===== src/rtl/convcor_gen.sv =====
// -----------------------------------------------------------------------------
// convcor_gen
//   Loads two signed sequences a[0..N-1] and b[0..N-1], one element pair per
//   in_valid cycle. Then it streams either their full linear convolution
//   (mode 0) or their full cross-correlation (mode 1). The output is 2N-1
//   results, one per cycle, at full precision.
//
// Parameters
//   DW   signed element width (4..16)
//   N    sequence length (2..16)
//   OW   result width, 2*DW + clog2(N); wide enough that no sum can overflow
//
// Ports
//   clk        rising-edge clock
//   rst_n      asynchronous active-low reset
//   in_valid   qualifies in_a / in_b / in_mode (ignored while busy)
//   in_a       signed element of sequence a
//   in_b       signed element of sequence b
//   in_mode    0 = convolution, 1 = cross-correlation (sampled on first element)
//   out_valid  registered, high for 2N-1 cycles per transaction
//   out        registered signed result, zero whenever out_valid is low
// -----------------------------------------------------------------------------
module convcor_gen #(
    parameter int DW = 8,
    parameter int N  = 3,
    parameter int OW = 2*DW + $clog2(N)
) (
    input  logic                 clk,
    input  logic                 rst_n,
    input  logic                 in_valid,
    input  logic signed [DW-1:0] in_a,
    input  logic signed [DW-1:0] in_b,
    input  logic                 in_mode,
    output logic                 out_valid,
    output logic signed [OW-1:0] out
);

    localparam int LW = $clog2(N);        // sample index width
    localparam int KW = $clog2(2*N - 1);  // result index width
    localparam int PW = 2*DW;             // product width

    typedef enum logic [1:0] {IDLE, LOAD, CALC, OUT} state_t;

    state_t                r_state;
    state_t                w_state_nxt;
    logic signed [DW-1:0]  r_a [N];
    logic signed [DW-1:0]  r_b [N];
    logic                  r_mode;
    logic [LW-1:0]         r_cnt;
    logic [KW-1:0]         r_k;
    logic                  r_valid;
    logic signed [OW-1:0]  r_out;

    logic                  w_load_last;
    logic                  w_out_last;
    logic signed [OW-1:0]  w_acc;
    logic                  w_valid_nxt;
    logic signed [OW-1:0]  w_out_nxt;

    assign w_load_last = (r_state == LOAD) && in_valid && (r_cnt == LW'(N - 1));
    assign w_out_last  = (r_k == KW'(2*N - 2));

    // ---------------------------------------------------------------- state register
    always_ff @(posedge clk or negedge rst_n) begin
        if (!rst_n) begin
            r_state <= IDLE;
        end else begin
            r_state <= w_state_nxt;
        end
    end

    // ---------------------------------------------------------------- next-state logic
    always_comb begin
        w_state_nxt = r_state;
        unique case (r_state)
            IDLE: if (in_valid) w_state_nxt = LOAD;
            LOAD: begin
                // A gap in the element stream aborts the whole transaction.
                if (!in_valid)        w_state_nxt = IDLE;
                else if (w_load_last) w_state_nxt = CALC;
            end
            CALC: w_state_nxt = OUT;
            OUT:  if (w_out_last) w_state_nxt = IDLE;
            default: w_state_nxt = IDLE;
        endcase
    end

    // Result k as a sum of products over every in-range index pair.
    // Convolution pairs a[i] with b[k-i]. Correlation pairs a[i] with
    // b[i+k-(N-1)], so that lag -(N-1) comes out first.
    always_comb begin
        w_acc = '0;
        for (int i = 0; i < N; i++) begin
            automatic int                   j;
            automatic logic signed [PW-1:0] prod;
            j    = r_mode ? (i + int'(r_k) - (N - 1)) : (int'(r_k) - i);
            prod = '0;
            if (j >= 0 && j < N) begin
                prod  = r_a[i[LW-1:0]] * r_b[j[LW-1:0]];
                w_acc = w_acc + OW'(prod);
            end
        end
    end

    // ---------------------------------------------------------------- output logic
    always_comb begin
        w_valid_nxt = 1'b0;
        w_out_nxt   = '0;
        if (r_state == OUT) begin
            w_valid_nxt = 1'b1;
            w_out_nxt   = w_acc;
        end
    end

    // ---------------------------------------------------------------- sample / counter / output registers
    always_ff @(posedge clk or negedge rst_n) begin
        if (!rst_n) begin
            for (int i = 0; i < N; i++) begin
                r_a[i] <= '0;
                r_b[i] <= '0;
            end
            r_mode  <= 1'b0;
            r_cnt   <= '0;
            r_k     <= '0;
            r_valid <= 1'b0;
            r_out   <= '0;
        end else begin
            unique case (r_state)
                IDLE: begin
                    if (in_valid) begin
                        // Wipe old samples so nothing from a previous run survives.
                        for (int i = 1; i < N; i++) begin
                            r_a[i] <= '0;
                            r_b[i] <= '0;
                        end
                        r_a[0] <= in_a;
                        r_b[0] <= in_b;
                        r_mode <= in_mode;
                        r_cnt  <= LW'(1);
                    end
                end
                LOAD: begin
                    if (in_valid) begin
                        r_a[r_cnt] <= in_a;
                        r_b[r_cnt] <= in_b;
                        r_cnt      <= w_load_last ? '0 : r_cnt + LW'(1);
                    end else begin
                        for (int i = 0; i < N; i++) begin
                            r_a[i] <= '0;
                            r_b[i] <= '0;
                        end
                        r_cnt <= '0;
                    end
                end
                CALC: r_k <= '0;
                OUT:  r_k <= w_out_last ? '0 : r_k + KW'(1);
                default: r_cnt <= '0;
            endcase
            r_valid <= w_valid_nxt;
            r_out   <= w_out_nxt;
        end
    end

    assign out_valid = r_valid;
    assign out       = r_out;

endmodule


===== config.mk =====
export PLATFORM = sky130hd
export DESIGN_NAME = convcor_gen
export DESIGN_NICKNAME = d
export VERILOG_FILES = /design/src/rtl/convcor_gen.sv
export SDC_FILE = /design/constraint.sdc
export NUM_CORES = 1
export LEC_CHECK = 0
export ABC_AREA = 1
export CAP_MARGIN = 25
export CORE_UTILIZATION = 35
export DETAILED_ROUTE_END_ITERATION = 8
export GPL_TIMING_DRIVEN = 0
export PLACE_DENSITY = 0.6
export SYNTH_ARGS = -nofsm -noshare
export SYNTH_HDL_FRONTEND = slang
export SYNTH_SLANG_ARGS = --single-unit

===== constraint.sdc =====
create_clock -name clk -period 19.8 [get_ports clk]
set_input_delay 3.96 -clock clk [delete_from_list [all_inputs] [get_ports clk]]
set_output_delay 3.96 -clock clk [all_outputs]
set_load 0.1 [all_outputs]

==> flow_summary.yaml, run 1 <==
floorplan:
  initial_utilization_pct: 35.8
  fp.dieW_um: 196
  die-area_sq_um: 38400
  row_count: 70
  fp.coreArea_sq_um: 36800
  io_pins: 39
  die_y_um: 196
status:
  status: "finished, final reports clean"
setup_path:
  regToRegStartpoint: "r_k[1]"
  slowest_delay_ns: 0.77
  cp_max_fo: 10
  start_kind: "flip-flop"
  r2r_slack_ns: 6.64
  crit_path_end: "out[17]"
  cp-startpoint: "r_k[1]"
  reg2reg_to: "out[17]"
  critPathKind: "flip-flop to flip-flop"
  worst_path_max_delay_cell: "fa_1"
  arrival_ns: 13.42
  endpoint_kind: "flip-flop"
  ff2ff_path_depth: 58
  critPathRequiredTime_ns: 20.06
timing:
  slew_viol_final: 0
  grt_setup_unrepaired: "no"
  setup_violations: 0
  whs_ns: 0.550
  max_freq_mhz: 76.0
  slew_headroom_pct: 32.6
  final_hold_viol_count: 0
  fin_crit_ns: 13.16
  timing.setup.tns_ns: 0
  skew_ns: 0.00837
  fin_crit_sh_pct: 66.5
  tightest_slew_ns: 1.00
clocking:
  cts_setup_buffers: 0
  cts_buffer_depth: 2
  cts_tree: "yes"
  numCtsBuffers: 9
  clkLatencyLatePin_ns: 0.37
  htree_levels: 3
  cts_root_buffer: "clkbuf_16"
  clock-sinks: 75
  clk_pin_slew_worst_paths_ns: 0.07
  hold_buffers: 0
  ctsResizeCount: 0
global_route:
  grt_pass1_vias: 11000
  grtUsageTotal_pct: 18.3
  grt_antenna_before_repair: 0
  grt_pass1_wl_um: 55300
  overflow: 0
  grt_max_degree: 62
synthesis:
  yosys_warnings: 0
  syn_nets: 2003
  synth.avg_cell_area_sq_um: 7.96
  synth_cells: 1653
  syn_area_sq_um: 13200
  yosys.area.top_type: "fa_1"
  netlist.area_leader.share_pct: 32.6
  synth_area_leaders: "fa_1 33%, dfrtp_1 14%, inv_1 13%"
  synthArstFlopShare_pct: 100
  synth_seq_cells: 75
  synth_cell_types: 48
  synthFlopType: "dfrtp_1"
  synth_edf_count: 0
  seq_area_frac_synth_pct: 14.3
placed_design:
  place_area_sq_um: 14200
  port_buffers: 38
  dp_hpwl_um: 27400
  gp_routability_congestion: 0.919
finish:
  drive_gt1_share_pct: 5.67
  final_cell_mix: "473 x inv_1, 251 x nand2_1, 214 x fa_1"
  design_area_sq_um: 14500
  final_common_cell: "inv_1"
  nets: 2056
  multi_input_area_sq_um: 9340
  seq_area_sq_um: 1880
  fillers: 3727
  area_growth_pct: 10.0
  n_antenna_cell: 0
hold_path:
  min_path_type: "flip-flop to flip-flop"
  min_path_cells: 2
  min_from: "r_b[3]"
route:
  vias_per_cell: 4.81
  vias: 10500
  drt_iter0_drc: 692
  postRouteAntennaNets: 0
  drtPass1Iterations: 5
  wl_um: 32000
  drc_errors: 0
  drt-wirelength-per-cell_um: 14.7
job:
  maxCapViolCount: 0
==> area by class of cell <==
type | count | share of cell area [%]
clock buffer | 10 | 1.58
tap | 468 | 4.04
multi-input combinational | 1070 | 64.5
inverter | 487 | 12.6
buffer | 21 | 0.795
timing repair buffer | 42 | 3.01
clock inverter | 6 | 0.492
sequential | 75 | 13.0
==> synth_stat cells, types with 7 or more instances <==
cell type / count
o22ai_1: 49
a21oi_1: 53
xor2_1: 14
nand2_2: 13
fa_1: 214
ha_1: 116
buf_2: 14
inv_2: 8
o21ai_1: 19
nor2_1: 165
nand2_1: 251
nand3_1: 35
o21ai_2: 8
dfrtp_1: 75
or2_2: 7
nand3_2: 8
inv_1: 473
o21ai_0: 53
xnor2_1: 14
==> registers in the layout, summed over array words and instances (netlist names), named ones only <==
register,flops
r_state,1
r_b,24
out,18
r_mode,1
r_a,24
r_k,3
out_valid,1
r_cnt,2
==> critical path, delay by kind of cell, from the launching register on <==
| kind | cells | cell delay [ns] |
|---|---|---|
| fa+ha+maj | 17 | 8.00 |
| simple gates | 17 | 1.89 |
| compound gates | 8 | 1.46 |
| buf+inv | 16 | 1.30 |
| flops | 1 | 0.40 |
==> per-layer routing <==
layer	vias to the layer above	part of all wire, %	GRT usage [%]
li1	5029	-	-
met1	5160	43	23.5
met2	250	49	31.5
met3	48	5.1	2.18
met4	0	3.1	6.74
met5	-	0	0
==> stage by stage <==
step / std cells / setup WS [ns] / util, %
floorplan: 1653 / 8.01 / -
global placement: 2159 / 6.71 / 38.4
CTS: 2176 / 6.56 / 39.3
finish: 2179 / 6.64 / 39.4
detailed placement: 2160 / 6.62 / 38.5
global route: 2179 / 5.69 / 39.4
==> cell families after synthesis <==
kind of cell / count (synthesis) / synth area share [%]
AND/OR/NAND/NOR: 503 / 16.2
XOR/XNOR: 28 / 1.86
adder cells (fa/ha/maj): 330 / 43.6
buffers and inverters: 508 / 14.8
flip-flops: 75 / 14.3
AO/OA/AOI/OAI: 209 / 9.35
==> how the worst min path moves through the flow <==
stage | end
finish | r_b[3]
global route | r_b[11]
CTS | r_b[4]
detailed placement | r_b[21]
global placement | r_b[14]
floorplan | r_b[2]
Power of run 1 is not shown: default switching activity piles up to over one toggle a cycle in this logic, so the estimate is an artifact.
==> inputs of run 2 (changes only) <==
--- a/config.mk
+++ b/config.mk
@@ -10,7 +10,7 @@
 export CORE_UTILIZATION = 35
 export DETAILED_ROUTE_END_ITERATION = 8
 export GPL_TIMING_DRIVEN = 0
-export PLACE_DENSITY = 0.6
+export PLACE_DENSITY = 0.62
 export SYNTH_ARGS = -nofsm -noshare
 export SYNTH_HDL_FRONTEND = slang
 export SYNTH_SLANG_ARGS = --single-unit
==> constraint.sdc (replaced) <==
create_clock -name clk -period 10.6 [get_ports clk]
set_input_delay 2.12 -clock clk [delete_from_list [all_inputs] [get_ports clk]]
set_output_delay 2.12 -clock clk [all_outputs]
set_load 0.1 [all_outputs]
==> run 2 against run 1 <==
- the flow now finishes with violations (setup timing)
- sequential cell count stayed put
- count of clock-buffer cells in the layout is 1 lower
- non-clock buffer count is 137 higher
- utilization is 6.9 points higher
- routed wire length is 16% higher
- die area stayed put
- hold slack better by 0.0037 ns
- final cell count is 6.3% higher
- global-route usage is 2.3 points higher
==> flow_summary.yaml, run 2 (synthesis results as in run 1) <==
status:
  status: "finished with violations"
  violations: "setup timing"
finish:
  n_antenna_cell: 0
  final_cell_mix: "427 x inv_1, 211 x nand2_1, 203 x fa_1"
  drive_gt1_share_pct: 25.0
  final_common_cell: "inv_1"
  area_growth_pct: 29.3
  nets: 2193
  finalNonFillerCells: 2316
global_route:
  grt_antenna_before_repair: 0
  grt_pass1_wl_um: 62300
  overflow: 0
  grtUsageTotal_pct: 20.6
  grt_pass1_vias: 12300
  grt_max_degree: 64
route:
  drc_errors: 0
  wl_um: 37000
  drt_iter0_drc: 594
  drtPass1Iterations: 5
  drt-wirelength-per-cell_um: 16.0
  postRouteAntennaNets: 0
  vias: 11300
  vias_per_cell: 4.89
setup_path:
  start_kind: "flip-flop"
  critPathRequiredTime_ns: 10.85
  regToRegStartpoint: "r_mode"
  cp_max_fo: 5
  slowest_delay_ns: 0.60
  r2r_slack_ns: -1.31
  critPathKind: "flip-flop to flip-flop"
  critPathMostFrequentCell: "fa_1"
  ff2ff_path_depth: 56
  arrival_ns: 12.16
  reg2reg_to: "out[17]"
  endpoint_kind: "flip-flop"
  worst_path_max_delay_cell: "fa_2"
floorplan:
  fp.coreArea_sq_um: 36800
  initial_utilization_pct: 35.8
  io_pins: 39
  die_y_um: 196
  row_count: 70
  fp.dieW_um: 196
  die-area_sq_um: 38400
clocking:
  htree_levels: 3
  clk_pin_slew_worst_paths_ns: 0.07
  clock-sinks: 75
  cts_root_buffer: "clkbuf_16"
  numCtsBuffers: 9
  clkLatencyLatePin_ns: 0.35
  cts_buffer_depth: 2
  hold_buffers: 0
  cts_tree: "yes"
timing:
  tightest_slew_ns: 1.07
  slew_viol_final: 0
  final_hold_viol_count: 0
  fin_crit_ns: 11.91
  slew_headroom_pct: 27.8
  fin_crit_sh_pct: 112
  grt_setup_unrepaired: "yes"
  max_freq_mhz: 84.0
  whs_ns: 0.554
  skew_ns: 0.0120
  setup_violations: 11
  fin_ws_ns: -1.31
hold_path:
  holdPathEnd: "r_b[3]"
  min_path_cells: 2
  min_from: "r_b[3]"
  min_path_type: "flip-flop to flip-flop"
placed_design:
  dp_hpwl_um: 28600
  dp.cells: 2160
  gp_routability_congestion: 0.896
  port_buffers: 38
job:
  maxCapViolCount: 0
## run 2: critical path, delay by kind of cell (launching register included)
| kind | cells | cell delay, ns |
|---|---|---|
| simple gates | 17 | 1.77 |
| flops | 1 | 0.42 |
| buf+inv | 16 | 1.04 |
| compound gates | 6 | 1.02 |
| fa+ha+maj | 17 | 7.53 |
## run 2: cell type report
class | instances | area [sq um]
Fill cell | 3472 | 19800
Buffer | 21 | 144
Tap cell | 468 | 586
Inverter | 487 | 1850
Clock buffer | 9 | 225
Multi-Input combinational cell | 1070 | 10600
Clock inverter | 7 | 68.8
Sequential cell | 75 | 1880
Timing Repair Buffer | 179 | 1620
## run 2: per-layer routing
layer,GRT usage (%),routed length [um],up-vias
met5,0,0,-
met4,7.99,1340,0
met3,2.51,1700,70
met2,35.6,18300,298
met1,26.3,15700,5641
li1,-,-,5307
## run 2: repair_timing
| action | in CTS | in global routing |
|---|---|---|
| pin swaps | 78 | 110 |
| setup buffers | 115 | 30 |
| endpoints found under the setup margin | 12 | 12 |
| cloned | 2 | 0 |
| gates resized for setup | 156 | 110 |
## run 2: worst max-delay path by stage
| stage | to | from | slack (ns) |
|---|---|---|---|
| finish | out[17] | r_mode | -1.31 |
| global route | out[17] | r_mode | -1.84 |
| CTS | out[17] | r_k[1] | -1.19 |
| detailed placement | out[17] | r_mode | -2.03 |
| global placement | out[17] | r_mode | -2.02 |
| floorplan | out[17] | r_mode | -0.45 |
## run 2: per-stage QoR
| stage | setup slack (ns) | TNS, ns | utilization, % | instance area [sq um] |
|---|---|---|---|---|
| after floorplan | -0.452 | -1.67 | - | 13700 |
| after global placement | -2.02 | -14.16 | 39.8 | 14600 |
| after detailed placement | -2.03 | -14.82 | 39.9 | 14700 |
| after CTS | -1.19 | -7.10 | 44.7 | 16400 |
| after global routing | -1.84 | -12.36 | 46.3 | 17000 |
| final | -1.31 | -7.58 | 46.3 | 17000 |
Power of run 2 is left out for the same reason.
==> edit: new RTL, flow settings as in run 1 <==
Register the output `out` once more, cleared by the reset; this adds one clock of latency there. The other outputs are not delayed to match. Comments in the files are not updated.
--- a/src/rtl/convcor_gen.sv
+++ b/src/rtl/convcor_gen.sv
@@ -163,5 +163,11 @@
 
     assign out_valid = r_valid;
-    assign out       = r_out;
+    always_ff @(posedge clk or negedge rst_n) begin
+        if (!rst_n) begin
+            out <= '0;
+        end else begin
+            out <= r_out;
+        end
+    end
 
 endmodule
Formal check against the unedited RTL: not equivalent (Yosys sat finds a counterexample within 10 cycles, from zero or initial values and one cycle with rst_n low).
==> edit against run 1 <==
  * Cell count is 1.4% higher
  * Synthesized area is 1.9% higher
  * Cell area is 2.3% higher
  * Sequential share of layout area is 2.8 points higher
  * Setup slack worse by 0.11 ns
  * Routed wire length is 1.2% higher
  * Sequential cell count is 18 higher
  * Global-route usage hardly changed
  * Critical endpoint is now r_out[17]
Power is left out: the tool's default activity adds up to more than one toggle a clock period on the data nets, which glitch-free logic cannot reach.
==> edit: results (changes against run 1) <==
- Port-buffer cells: 38 (unchanged)
- Initial antenna violation count: 0 (unchanged)
- Routed WL per cell: 14.64 um (-0.19%)
- CP Max Fanout: 10 (unchanged)
- Initial DRC count: 573 (-17%)
- Status: finished clean
- Largest net degree at the start of global routing: 68 (+9.7%)
- Family with the most delay on the worst path: adder cells
- GPL Wtd Cong: 0.9004 (-2.0%)
- # diodes: 0 (unchanged)
- Setup Fix Bufs, Post-CTS: 0 (unchanged)
- Post_cts resized: 0 (unchanged)
- CP max stage cell: fa_1
- Worst-Skew Late Latency: 0.37 ns (about the same)
- CTS Buffer Depth: 2 (unchanged)
- Max incr delay on CP: 0.68 ns (-0.09 ns)
- Syn nets: 1992 (-0.55%)
- Sequential fraction of the synthesis area: 17.35% (+3.1 points)
- Max-slew headroom: 35.49% (+2.9 points)
- First-pass GRT wire length: 55740 um (+0.80%)
- Post-synth cell types: 43 (-10%)
- Vias in the first global route: 10.97k (-0.60%)
- Yosys warns: 0 (unchanged)
- Global Route Usage Sum: 18.26% (-0.024 points)
- FILL cells: 3904 (+4.7%)
- Worst EP arrival: 13.54 ns (+0.12 ns)
- DPL Wire Length: 27810 um (+1.5%)
- Most area-consuming cells after synthesis: fa_1 (32%), dfrtp_1 (17%), inv_1 (13%)
- Worst Hold Class: flop to flop
- Async S/R FF share, synth: 100.0% (unchanged)
- Primary FF master, synth: dfrtp_1
- Clock Pin Slew Worst Setup and Hold Paths: 0.08 ns
- Share of cells above drive strength 1: 4.885% (-0.78 points)
- Number of buffers created by CTS: 9 (unchanged)
- First-pass DRT Iterations: 5 (unchanged)
- Root Buffer Master: clkbuf_16
- Vias after detailed routing: 10.43k (-0.54%)
- H-tree depth: 3 (unchanged)
- Largest regs: r_a (24), r_b (24)
- Worst clock skew: 0.01048 ns (+0.002110 ns)
- Top cells by count, synth: inv_1 (465), nand2_1 (247), fa_1 (214)
## edit: area by class of cell
cell class / count / area, sq um / share of cell area (%)
multi-input combinational: 1053 / 9190 / 62.04
sequential: 93 / 2327 / 15.71
inverter: 476 / 1787 / 12.06
tap: 511 / 639.4 / 4.316
timing repair buffer: 41 / 424.2 / 2.863
clock buffer: 9 / 225.2 / 1.520
clock inverter: 7 / 113.9 / 0.7686
buffer: 20 / 107.6 / 0.7264
## edit: worst register-to-register path, delay by kind of cell (launching register included)
kind,cells,cell delay (ns)
AND/OR/NAND/NOR,16,1.79
flip-flops,1,0.41
adder cells (fa/ha/maj),17,7.86
buffers and inverters,17,1.45
XOR/XNOR,1,0.08
AO/OA/AOI/OAI,8,1.59
## edit: final timing paths
kind                           from         to  slack, ns  cells past startpoint
hold / removal             r_out[9]     out[9]       0.35                      0
min in group asynchronous     rst_n   r_out[6]       3.50                      1
setup / recovery             r_k[1]  r_out[17]       6.53                     59
setup reg to reg             r_k[1]  r_out[17]       6.53                     59
hold reg to reg            r_out[9]     out[9]       0.35                      0
max in group asynchronous     rst_n    r_a[21]      15.63                      2
## edit: per-stage QoR
step                setup slack (ns)  hold slack [ns]  instances  instance area, sq um  util (%)
floorplan                      7.942           0.3312       1642                 13410         -
global placement               6.535           0.3324       2191                 14430     38.31
detailed placement             6.519           0.3347       2194                 14480     38.43
CTS                            6.448           0.3533       2210                 14810     39.33
global route                   5.623           0.3568       2210                 14810     39.33
finish                         6.531           0.3520       2210                 14810     39.33
## edit: cells by family after synthesis
kind of cell,share of synthesized area [%]
buf+inv,14.12
simple gates,15.23
fa+ha+maj,42.77
compound gates,8.639
flops,17.35
xor+xnor,1.894
## edit: layer usage
layer | vias up | track usage, % | share of wire [%]
li1 | 4997 | - | -
met1 | 5154 | 23.88 | 44
met2 | 240 | 31.35 | 48
met3 | 39 | 2.027 | 5.0
met4 | 0 | 6.144 | 3.1
met5 | - | 0 | 0
